**config.mk**
```make
export PLATFORM = sky130hd
export DESIGN_NAME = mdu_sequencer
export DESIGN_NICKNAME = d
export VERILOG_FILES = /design/src/rtl/mdu_sequencer.sv
export SDC_FILE = /design/constraint.sdc
export NUM_CORES = 1
export LEC_CHECK = 0
export CORE_UTILIZATION = 60
export DETAILED_ROUTE_END_ITERATION = 12
export GPL_TIMING_DRIVEN = 0
export PLACE_DENSITY = 0.81
export SYNTH_ARGS = -nofsm -noshare
export SYNTH_HDL_FRONTEND = slang
export SYNTH_SLANG_ARGS = --single-unit
```
**constraint.sdc**
```tcl
create_clock -name clock -period 12.78 [get_ports clock]
set_input_delay 2.556 -clock clock [delete_from_list [all_inputs] [get_ports clock]]
set_output_delay 2.556 -clock clock [all_outputs]
set_load 0.005 [all_outputs]
```
**src/rtl/mdu_sequencer.sv**
```systemverilog
// mdu_sequencer: iterative multiply/divide unit with architectural HI/LO registers.
//
// Executes MULTU/MULT/DIVU/DIV one bit per cycle. Latency from start sample to the
// done pulse is n+2 cycles. The unit also accepts MTHI/MTLO writes when not busy.
//
// Ports:
//   clock          rising-edge clock
//   reset          asynchronous, active-high; clears all state
//   start          launch an operation (sampled only in IDLE or DONE)
//   op[1:0]        00 MULTU, 01 MULT, 10 DIVU, 11 DIV
//   a, b           multiplicand/dividend, multiplier/divisor
//   hi_we, lo_we   MTHI/MTLO strobes, write wdata (dropped while busy)
//   wdata          MTHI/MTLO data
//   busy           operation in progress (RUN or FIX)
//   done           one-cycle pulse; hi/lo hold the new result
//   hi, lo         HI (product upper / remainder), LO (product lower / quotient)
//
// Build option: define MDU_EARLY_TERM_EN to let multiplies leave RUN as soon as
// the remaining multiplier bits are zero. Results are the same either way.

module mdu_sequencer #(
   parameter int n = 32
) (
   input  logic         clock,
   input  logic         reset,
   input  logic         start,
   input  logic [1:0]   op,
   input  logic [n-1:0] a,
   input  logic [n-1:0] b,
   input  logic         hi_we,
   input  logic         lo_we,
   input  logic [n-1:0] wdata,
   output logic         busy,
   output logic         done,
   output logic [n-1:0] hi,
   output logic [n-1:0] lo
);

   localparam int cw = $clog2(n + 1);

   typedef enum logic [1:0] {s_idle, s_run, s_fix, s_done} state_t;

   state_t state, state_nx;

   logic            op_div;     // latched op[1]
   logic            neg_q;      // negate quotient / product
   logic            neg_r;      // negate remainder (sign of dividend)
   logic            dz;         // divide by zero
   logic [cw-1:0]   cnt;

   // multiply work registers
   logic [2*n-1:0]  acc;
   logic [2*n-1:0]  mcand;
   logic [n-1:0]    mplier;

   // divide work registers
   logic [n-1:0]    rem;
   logic [n-1:0]    quo;
   logic [n-1:0]    dvsr;

   logic            take;
   logic            last;
   logic [n-1:0]    a_abs, b_abs;
   logic [n:0]      shifted;    // n+1-bit partial remainder
   logic [n+1:0]    diff;
   logic            unused_msb;
   logic [2*n-1:0]  prod;
   logic [n-1:0]    res_hi, res_lo;

   always_comb begin
      take  = start && (state == s_idle || state == s_done);
      a_abs = (op[0] && a[n-1]) ? -a : a;
      b_abs = (op[0] && b[n-1]) ? -b : b;
   end

   // RUN ends on its n-th cycle, or earlier for a multiply whose remaining
   // multiplier bits are all zero when early termination is built in.
   always_comb begin
      last = (cnt == cw'(1));
`ifdef MDU_EARLY_TERM_EN
      if (!op_div && mplier[n-1:1] == '0)
         last = 1'b1;
`endif
   end

   // ---------------- FSM ----------------
   always_ff @(posedge clock or posedge reset) begin
      if (reset)
         state <= s_idle;
      else
         state <= state_nx;
   end

   always_comb begin
      state_nx = state;
      busy     = 1'b0;
      done     = 1'b0;
      case (state)
         s_idle: begin
            if (start)
               state_nx = s_run;
         end
         s_run: begin
            busy = 1'b1;
            if (last)
               state_nx = s_fix;
         end
         s_fix: begin
            busy     = 1'b1;
            state_nx = s_done;
         end
         s_done: begin
            done     = 1'b1;
            state_nx = start ? s_run : s_idle;
         end
         default: state_nx = s_idle;
      endcase
   end

   // ---------------- datapath ----------------
   // Restoring division: a negative diff (borrow in the top bit) means the
   // trial subtract failed, so the shifted remainder is kept unchanged. The
   // remainder is always below the divisor, so diff[n] is never needed.
   always_comb begin
      shifted    = {rem, quo[n-1]};
      diff       = {1'b0, shifted} - {2'b00, dvsr};
      unused_msb = diff[n];
   end

   always_ff @(posedge clock or posedge reset) begin
      if (reset) begin
         op_div <= 1'b0;
         neg_q  <= 1'b0;
         neg_r  <= 1'b0;
         dz     <= 1'b0;
         cnt    <= '0;
         acc    <= '0;
         mcand  <= '0;
         mplier <= '0;
         rem    <= '0;
         quo    <= '0;
         dvsr   <= '0;
      end else if (take) begin
         op_div <= op[1];
         neg_q  <= op[0] & (a[n-1] ^ b[n-1]);
         neg_r  <= op[0] & a[n-1];
         dz     <= op[1] & (b == '0);
         cnt    <= cw'(n);
         acc    <= '0;
         mcand  <= {{n{1'b0}}, a_abs};
         mplier <= b_abs;
         rem    <= '0;
         quo    <= a_abs;
         dvsr   <= b_abs;
      end else if (state == s_run) begin
         cnt <= cnt - 1'b1;
         if (op_div) begin
            quo <= {quo[n-2:0], ~diff[n+1]};
            rem <= diff[n+1] ? shifted[n-1:0] : diff[n-1:0];
         end else begin
            if (mplier[0])
               acc <= acc + mcand;
            mcand  <= mcand << 1;
            mplier <= mplier >> 1;
         end
      end
   end

   // Sign fix-up. With a zero divisor the remainder path ends holding |a|,
   // so negating by the dividend sign restores the raw dividend for hi.
   always_comb begin
      prod   = neg_q ? -acc : acc;
      res_hi = prod[2*n-1:n];
      res_lo = prod[n-1:0];
      if (op_div) begin
         res_lo = dz ? '1 : (neg_q ? -quo : quo);
         res_hi = neg_r ? -rem : rem;
      end
   end

   // ---------------- HI/LO ----------------
   always_ff @(posedge clock or posedge reset) begin
      if (reset) begin
         hi <= '0;
         lo <= '0;
      end else if (state == s_fix) begin
         hi <= res_hi;
         lo <= res_lo;
      end else if (!busy) begin
         if (hi_we)
            hi <= wdata;
         if (lo_we)
            lo <= wdata;
      end
   end

endmodule

```
# Word-level counts from Yosys, hierarchy flattened
# Index checks and enable logic that the tools add are counted.
# totals
regBits,332
inputBits,103
out_inout_bits,66
elab_cells,92
# classes
n_addsub,8
eq_ne,8
muxes,39
bitwise_logic,5
n_reduce_logical,18
# op_table
cell,count
$mux 32,23
$mux 64,8
$neg 32->32,4
$add 64x64->64,1
$neg 64->64,1
$sub 33x32->34,1
$logic_not 32->1,1
$mux 6,2
$reduce_and 2->1,5
$reduce_bool 2->1,5
$pmux 2 s4,1
$eq 6x1->1 const B,1
$sub 6x1->6 const B,1
$eq 2x2->1 const B,2
$mux 2,2
$ne 2x1->1 const B,2
$ne 2x2->1 const B,2
$and 1x1->1,3
$logic_and 1x1->1,3
$mux 1,3
$reduce_and 3->1,1
$eq 2x1->1 const B,1
$logic_not 2->1,1
$reduce_or 2->1,1
3 further kinds,3

# Depth between registers and ports, before layout
# Gate-level depths: netlist of the first run.
# depth
ltp_word,5
mapped_depth,14
mapped_depth_nobuf,14

# Least setup slack after synthesis of the first run
# No wires, ideal clock.
# synth_timing
path_kind,in2reg
start,input port a[13]
end,register mcand[30]
setup_ns,0.141
arrival_ns,4.814
required_ns,12.639
path_slack_ns,7.824
path_stages,10
n_path_buf,0
path_cell_list,or4_1 or3_1 or4_1 nor2_1 a21oi_1 a21oi_1 o21ai_0 xor2_1 nor2_1 a31oi_1
# synth_between
elab_chain_cells,3
# synth_rtl
item,line,rtl
"start, declared",28,"input logic [n-1:0] a,"
$neg 32->32,72,a_abs = (op[0] && a[n-1]) ? -a : a;
$mux 32,72,
$mux 64,143,end else if (take) begin
"end signal, assigned",150,"mcand <= {{n{1'b0}}, a_abs};"
"end signal, assigned",163,mcand <= mcand << 1;
"end, declared",53,logic [2*n-1:0] mcand;
# No other way between the ends.
# A chain may end at the register's enable or synchronous reset.

# Final worst setup path of the first run
# layout_timing
start,input port start
end,register mcand[8]
# layout_between
elab_chain_cells,3
elab_cells_between_ends,5
classes_between,eq/ne: 1; mux: 1; reduce/logical: 3
# layout_rtl
item,line,rtl
"start, declared",26,"input logic start,"
$logic_and 1x1->1 *,71,take = start && (state == s_idle || state == s_done);
$ne 2x1->1 (no line) or $reduce_bool 2->1 (tied branches),-,
$reduce_and 2->1 (no line),-,
# Mark *: on every way between the ends. The rest lies on a longest branch, timed or not.

==> out/metrics.cfg, run 1 <==
[outcome]
status=completed

[cells_and_area]
register_area_mm2=0.008308
area_growth_pct=15.12
fillers=3068
fin_area_mm2=0.02725
multi_input_area_mm2=0.01440
nets=3419
drive_gt1_share_pct=2.413
antenna_cells=0

[synthesis]
yosysTopAreaCell=dfrtp_1
synth_edf_count=0
syn_nets=3209
syn_inst=2996
yosys_most_used_dff=dfrtp_1
synth_area_leaders=dfrtp_1 (35%), nand2_1 (8.3%), a21oi_1 (7.8%)
avgSynthCellArea_um2=7.900
synthDistinctLibCells=66
syn_area_mm2=0.02367
synth_top_area_share_pct=35.10
synth-seq-area-share_pct=35.10
ys_warn_count=0
ys_async_sr_fraction_pct=100.0
ys_seq_elements=332

[timing]
layout_setup_ws_ns=7.034
finalClockSkew_ns=0.02137
fin_setup_tns_ns=0
worst_pin_slew_ns=1.158
slew_viol_final=0
max_freq_ghz=0.1740
fin_crit_ns=5.746
rsz0062_at_grt=no
hold_viol=0
setup_viol=0
min_period_over_period_pct=44.96
maxSlewHeadroom_pct=22.77

[clocking]
clock_latency_ns=0.58
cts-buffers-inserted=38
cts_tree=built
cts_hold_buf=0
cts.clk_slew.worst_paths_ns=0.06
ctsHtreeMaxLevel=2
clockRootBuffer=clkbuf_16
clkSinkCount=332
cts.repair.resized=0
cts_setup_buffers=0
clk_path_buf_depth=3

[setup_path]
crit_path_max_incr_delay_ns=0.87
rr_worst_depth=12
cp_slowest_cell=clkbuf_1
r2r_start=rem[0]$_DFFE_PP0P_
crit_required_ns=13.26
path_cells=clkdlybuf4s50_1 > nand2b_1 > clkbuf_1 > clkbuf_1 > clkbuf_1 > nor2_1 > a31oi_1
crit_type=input pin to register
path_max_fanout=10
cpMostUsedCell=clkbuf_1
end_kind=register
worst_ep_arrival_time_ns=6.23
cp-start-kind=input pin
cp-startpoint=start

[routing]
antenna_left=0
vias=24560
routedWlPerCell_um=22.85
drc=0
routed_wl_um=85720
first_iter_violations=3433
first_pass_iters=8
viasPerCell=6.547

[pwr]
intPower_mw=3.707
ir_drop_mv=0.1748
p_comb_share_pct=59.3
p_leak_nw=11.73
seq_power_share_pct=26.2
power_density_mw_per_mm2=271.5
sw_frac_of_total_pct=49.88
p_sw_mw=3.690
p_clk_share_pct=14.6

[global_route]
grt_max_degree=131
grt_usage_pct=41.89
antenna_found_initial=1
first_global_vias=22970
grt_remaining_overflow=0
grt_pass1_wl_um=131300

[floorplanning]
io_pins=169
dieHeight_um=200.6
fp.dieW_um=200.6
initial_utilization_pct=61.10
dieArea_mm2=0.04025
coreArea_mm2=0.03874
rows=72

[placed_design]
gp_congestion=1.027
dpl_cell_area_mm2=0.02606
numPortBuffers=168
hpwl_um=66830
pre_cts_ws_ns=6.707

[run]
maxCapViolCount=0

[min_path]
worstHoldStart=lo[24]$_DFFE_PP0P_
whs_path_depth=2
hold_class=register to register

[critical path, delay by kind of cell]
kind	cells	cell delay [ns]
AOI/OAI and AO/OA	1	0.26
and+or+nand+nor	2	0.45
buffers and inverters	4	2.96
[sequential cells by signal, summed over array words and instances, names as in the netlist]
name	count
dz	1
hi	32
neg_r	1
acc	64
state	2
mplier	32
neg_q	1
lo	32
rem	32
mcand	64
quo	32
cnt	6
dvsr	32
op_div	1
[area by class of cell]
| type | count | area share (%) |
|---|---|---|
| well taps | 518 | 2.379 |
| repair buffers | 170 | 6.374 |
| plain buffers | 177 | 2.438 |
| flip-flops and latches | 332 | 30.49 |
| multi-input cells | 2409 | 52.86 |
| clock buffers | 55 | 3.986 |
| clock inverters | 12 | 0.3674 |
| inverters | 78 | 1.102 |
[per-stage QoR]
step	util, %	power, mW	hold slack (ns)	cells
2_1_floorplan	-	4.680	0.4499	2996
3_3_place_gp	67.12	6.002	0.4663	3682
3_5_place_dp	67.28	6.152	0.4711	3684
4_1_cts	70.34	7.244	0.4840	3751
5_1_grt	70.34	7.821	0.5124	3751
6_report	70.34	7.398	0.4844	3751
[synthesized netlist by cell type (5+ instances only)]
| cell | n |
|---|---|
| inv_1 | 78 |
| and3_1 | 53 |
| or4_1 | 23 |
| o21bai_1 | 18 |
| o21ai_0 | 235 |
| a311oi_1 | 7 |
| a21boi_0 | 6 |
| o31ai_1 | 47 |
| a21oi_1 | 370 |
| clkbuf_1 | 161 |
| a211oi_1 | 18 |
| o21a_1 | 10 |
| nor3_1 | 41 |
| and2_1 | 9 |
| a31oi_1 | 74 |
| nand3_1 | 31 |
| xor2_1 | 105 |
| a221oi_1 | 6 |
| a22o_1 | 30 |
| mux2i_1 | 38 |
| o211ai_1 | 13 |
| o31a_1 | 5 |
| nand2b_1 | 17 |
| or2_2 | 7 |
| a21o_1 | 36 |
| o22ai_1 | 9 |
| buf_1 | 16 |
| or3_1 | 22 |
| ha_1 | 108 |
| xnor2_1 | 167 |
| nor4_1 | 21 |
| nand4_1 | 27 |
| dfrtp_1 | 332 |
| nand2_1 | 523 |
| nor2_1 | 228 |
| nor2b_1 | 32 |
| o41ai_1 | 22 |
[cell usage in the layout (no fill, tap or decap), drive strengths merged, types with 22 or more instances in the layout]
master / n
nor4: 22
inv: 79
nand3: 31
or4: 25
a31oi: 74
or3: 24
nand2: 523
mux2i: 38
o21ai: 237
nor2: 228
a22o: 30
xor2: 105
o31ai: 48
and3: 53
dfrtp: 332
ha: 108
nand4: 27
o41ai: 22
nor3: 41
a21oi: 370
clkdlybuf4s50: 168
xnor2: 167
clkbuf: 216
a21o: 36
nor2b: 32
[routing by layer]
metal | up-vias | global-route usage, % | part of all wire [%]
met5 | - | 0 | 0.015
met4 | 2 | 17.53 | 4.1
met3 | 209 | 8.182 | 11
met2 | 1521 | 63.73 | 44
met1 | 11790 | 58.49 | 41
li1 | 11030 | - | -
[final timing paths]
| path | end | slack [ns] |
|---|---|---|
| setup reg to reg | rem[5]$_DFFE_PP0P_ | 7.88 |
| setup / recovery | mcand[8]$_DFFE_PP0P_ | 7.03 |
| hold reg to reg | lo[24]$_DFFE_PP0P_ | 0.48 |
| hold / removal | lo[24]$_DFFE_PP0P_ | 0.48 |
| min in group asynchronous | dvsr[26]$_DFFE_PP0P_ | 2.49 |
| max in group asynchronous | acc[25]$_DFFE_PP0P_ | 8.64 |
[logic make-up after synthesis]
family | after synthesis | synth area share [%]
buffers and inverters | 255 | 4.044
and+or+nand+nor | 1050 | 19.75
adders and majority gates | 110 | 5.878
DFF | 332 | 35.10
AOI/OAI and AO/OA | 937 | 23.46
muxes | 40 | 1.702
xor gates and xnor gates | 272 | 10.07
[power groups by stage]
stage | clock, mW | sequential, mW | combinational (mW)
2_1_floorplan | 0 | 1.78 | 2.90
3_3_place_gp | 0 | 1.91 | 4.09
3_5_place_dp | 0 | 1.93 | 4.22
4_1_cts | 1.07 | 1.91 | 4.26
5_1_grt | 1.12 | 1.97 | 4.73
6_report | 1.08 | 1.94 | 4.38
Power figures use the tool's default switching activity.
==> run 2, diff against run 1 <==
--- a/config.mk
+++ b/config.mk
@@ -5,10 +5,10 @@
 export SDC_FILE = /design/constraint.sdc
 export NUM_CORES = 1
 export LEC_CHECK = 0
-export CORE_UTILIZATION = 60
+export CORE_UTILIZATION = 55
 export DETAILED_ROUTE_END_ITERATION = 12
 export GPL_TIMING_DRIVEN = 0
-export PLACE_DENSITY = 0.81
+export PLACE_DENSITY = 0.78
 export SYNTH_ARGS = -nofsm -noshare
 export SYNTH_HDL_FRONTEND = slang
 export SYNTH_SLANG_ARGS = --single-unit
==> constraint.sdc (replaced) <==
create_clock -name clock -period 4.6 [get_ports clock]
set_input_delay 0.92 -clock clock [delete_from_list [all_inputs] [get_ports clock]]
set_output_delay 0.92 -clock clock [all_outputs]
set_load 0.005 [all_outputs]
==> run 2 against run 1 <==
Effect of this change:
- power rose to 2.8 times the previous value
- die area up 9.0%
- non-clock buffer count up 6
- hold slack worse by 0.0017 ns
- clock power rose to 3.0 times the previous value
- via count down 1.9%
- first-iteration DRC count down 19%
- flip-flop and latch count unchanged
- combinational power rose to 2.7 times the previous value
- setup slack worse by 6.9 ns
- largest power group unchanged
==> out/metrics.cfg, run 2 (synthesized netlist as in run 1, its figures left out) <==
[outcome]
status=completed  ; unchanged

[clocking]
cts_tree=built  ; unchanged
clkSinkCount=332  ; unchanged
cts.clk_slew.worst_paths_ns=0.06  ; about the same
clock_latency_ns=0.58  ; about the same
cts-buffers-inserted=39  ; was 38
clockRootBuffer=clkbuf_16  ; unchanged
clk_path_buf_depth=3  ; unchanged
cts_hold_buf=0  ; unchanged
ctsHtreeMaxLevel=2  ; unchanged

[setup_path]
worst_ep_arrival_time_ns=4.87  ; was 6.23 ns
cp_slowest_cell=o21ai_0  ; was clkbuf_1
crit_type=register to register  ; was input pin to register
cp-start-kind=register  ; was input pin
crit_required_ns=5.04  ; was 13.26 ns
cp-startpoint=acc[46]$_DFFE_PP0P_  ; was start
path_cells=ha_1 > clkbuf_1 > nand4_1 > nor4_2 > nand3_1 > o21ai_0 > nor4_1 > o31ai_1 > a2111oi_0 > a311oi_1 > xor2_1 > nor2_1  ; was clkdlybuf4s50_1 > nand2b_1 > clkbuf_1 > clkbuf_1 > clkbuf_1 > nor2_1 > a31oi_1
path_max_fanout=8  ; was 10
cpLargestDelayFamily=compound AO/OA/AOI/OAI gates  ; was buffers and inverters
r2r_start=acc[46]$_DFFE_PP0P_  ; was rem[0]$_DFFE_PP0P_
crit_path_max_incr_delay_ns=0.57  ; was 0.87 ns
crit_buf_inv=1  ; was 4
end_kind=register  ; unchanged

[placed_design]
place_inst=3711  ; was 3,684
numPortBuffers=168  ; unchanged
gp_congestion=1.001  ; was 1.027
dpl_cell_area_mm2=0.02619  ; was 0.02606 mm²
pre_cts_ws_ns=-0.1669  ; was 6.707 ns
hpwl_um=68200  ; was 66,830 µm

[timing]
min_period_over_period_pct=96.17
fin_setup_tns_ns=0  ; unchanged
rsz0062_at_grt=no  ; unchanged
worst_pin_slew_ns=1.138  ; was 1.158 ns
slew_viol_final=0  ; unchanged
hold_slack_ns=0.4828  ; was 0.4844 ns
max_freq_ghz=0.2260
maxSlewHeadroom_pct=24.16  ; was 22.77%
setup_viol=0  ; unchanged
layout_setup_ws_ns=0.1760  ; was 7.034 ns
hold_viol=0  ; unchanged
fin_crit_ns=4.424
finalClockSkew_ns=0.01999  ; was 0.02137 ns

[routing]
first_iter_violations=2767  ; was 3,433
first_pass_iters=8  ; unchanged
routedWlPerCell_um=22.72  ; was 22.85 µm
viasPerCell=6.366  ; was 6.547
antenna_left=0  ; unchanged
drc=0  ; unchanged
routed_wl_um=85950  ; was 85,720 µm
vias=24080  ; was 24,560

[cells_and_area]
final_common_cell=nand2_1  ; unchanged
area_growth_pct=16.43  ; was 15.12%
final_util_pct=65.26  ; was 70.34%
fillers=3685  ; was 3,068
final_cell_mix=nand2_1 (523), a21oi_1 (370), dfrtp_1 (332)  ; unchanged
nets=3426  ; was 3,419
antenna_cells=0  ; unchanged
fin_area_mm2=0.02756  ; was 0.02725 mm²
reg_top3=acc: 64 flops, mcand: 64 flops  ; unchanged
drive_gt1_share_pct=3.113  ; was 2.413%
instances_no_fill=3783  ; was 3,751

[global_route]
grt_max_degree=45  ; was 131
grt_usage_pct=38.72  ; was 41.89%
grt_remaining_overflow=0  ; unchanged
first_global_vias=22070  ; was 22,970
grt_pass1_wl_um=130400  ; was 131,300 µm
antenna_found_initial=0  ; was 1

[pwr]
sw_frac_of_total_pct=49.15  ; was 49.88%
seq_power_share_pct=26.3  ; was 26.2%
p_leak_nw=11.87  ; was 11.73 nW
intPower_mw=10.52  ; was 3.707 mW
power_density_mw_per_mm2=750.4  ; was 271.5 mW/mm²
p_comb_share_pct=58.1  ; was 59.3%
p_clk_share_pct=15.6  ; was 14.6%
ir_drop_mv=0.4053  ; was 0.1748 mV
total_power_mw=20.68  ; was 7.398 mW
p_sw_mw=10.17  ; was 3.690 mW

[floorplanning]
io_pins=169  ; unchanged
fp.dieW_um=209.4  ; was 200.6 µm
rows=75  ; was 72
dieArea_mm2=0.04387  ; was 0.04025 mm²
initial_utilization_pct=56.05  ; was 61.10%
dieHeight_um=209.4  ; was 200.6 µm
coreArea_mm2=0.04223  ; was 0.03874 mm²

[min_path]
worstHoldStart=dvsr[0]$_DFFE_PP0P_  ; was lo[24]$_DFFE_PP0P_
hold_class=register to register  ; unchanged

[run]
maxCapViolCount=0  ; unchanged

==> run 2: layout make-up <==
cell class	instances	area, µm²	area share [%]
multi-input combinational	2409	14440	52.39
sequential	332	8308	30.15
timing repair buffer	176	1842	6.683
clock buffer	58	1179	4.277
tap	539	674.4	2.447
buffer	177	666.9	2.420
inverter	78	296.5	1.076
clock inverter	14	153.9	0.5584
==> run 2: final timing paths <==
path | end | slack [ns] | depth (start not counted)
setup / recovery | acc[63]$_DFFE_PP0P_ | 0.18 | 12
min in group asynchronous | mplier[25]$_DFFE_PP0P_ | 0.73 | 2
max in group asynchronous | lo[4]$_DFFE_PP0P_ | 2.39 | 6
hold reg to reg | dvsr[0]$_DFFE_PP0P_ | 0.48 | 2
setup reg to reg | acc[63]$_DFFE_PP0P_ | 0.18 | 12
hold / removal | dvsr[0]$_DFFE_PP0P_ | 0.48 | 2
==> run 2: metal layers <==
layer	vias to the layer above	wire (µm)	GRT usage, %	share of wire, %
li1	11040	-	-	-
met1	11680	37350	55.71	43
met2	1194	37330	58.57	43
met3	167	8479	7.676	9.9
met4	0	2794	12.12	3.3
met5	-	0	0	0
==> run 2: power groups by stage <==
stage	Sequential (mW)	Combinational (mW)	Clock, mW
final	5.44	12.0	3.24
after global routing	5.54	13.1	3.36
after CTS	5.37	11.7	3.24
after detailed placement	5.41	11.6	0
after global placement	5.37	11.3	0
after floorplan	4.94	8.06	0
==> run 2: worst min-delay path, stage by stage, from the launching register on <==
cell and delay, ns:
dfrtp_1 0.34, nand2_1 0.05, nand2_1 0.06
==> run 2: what timing repair did <==
item / 4_1_cts / 5_1_grt
setup buffers: 0 / 0
endpoints found under the setup margin: 10 / 34
resized for setup: 2 / 6
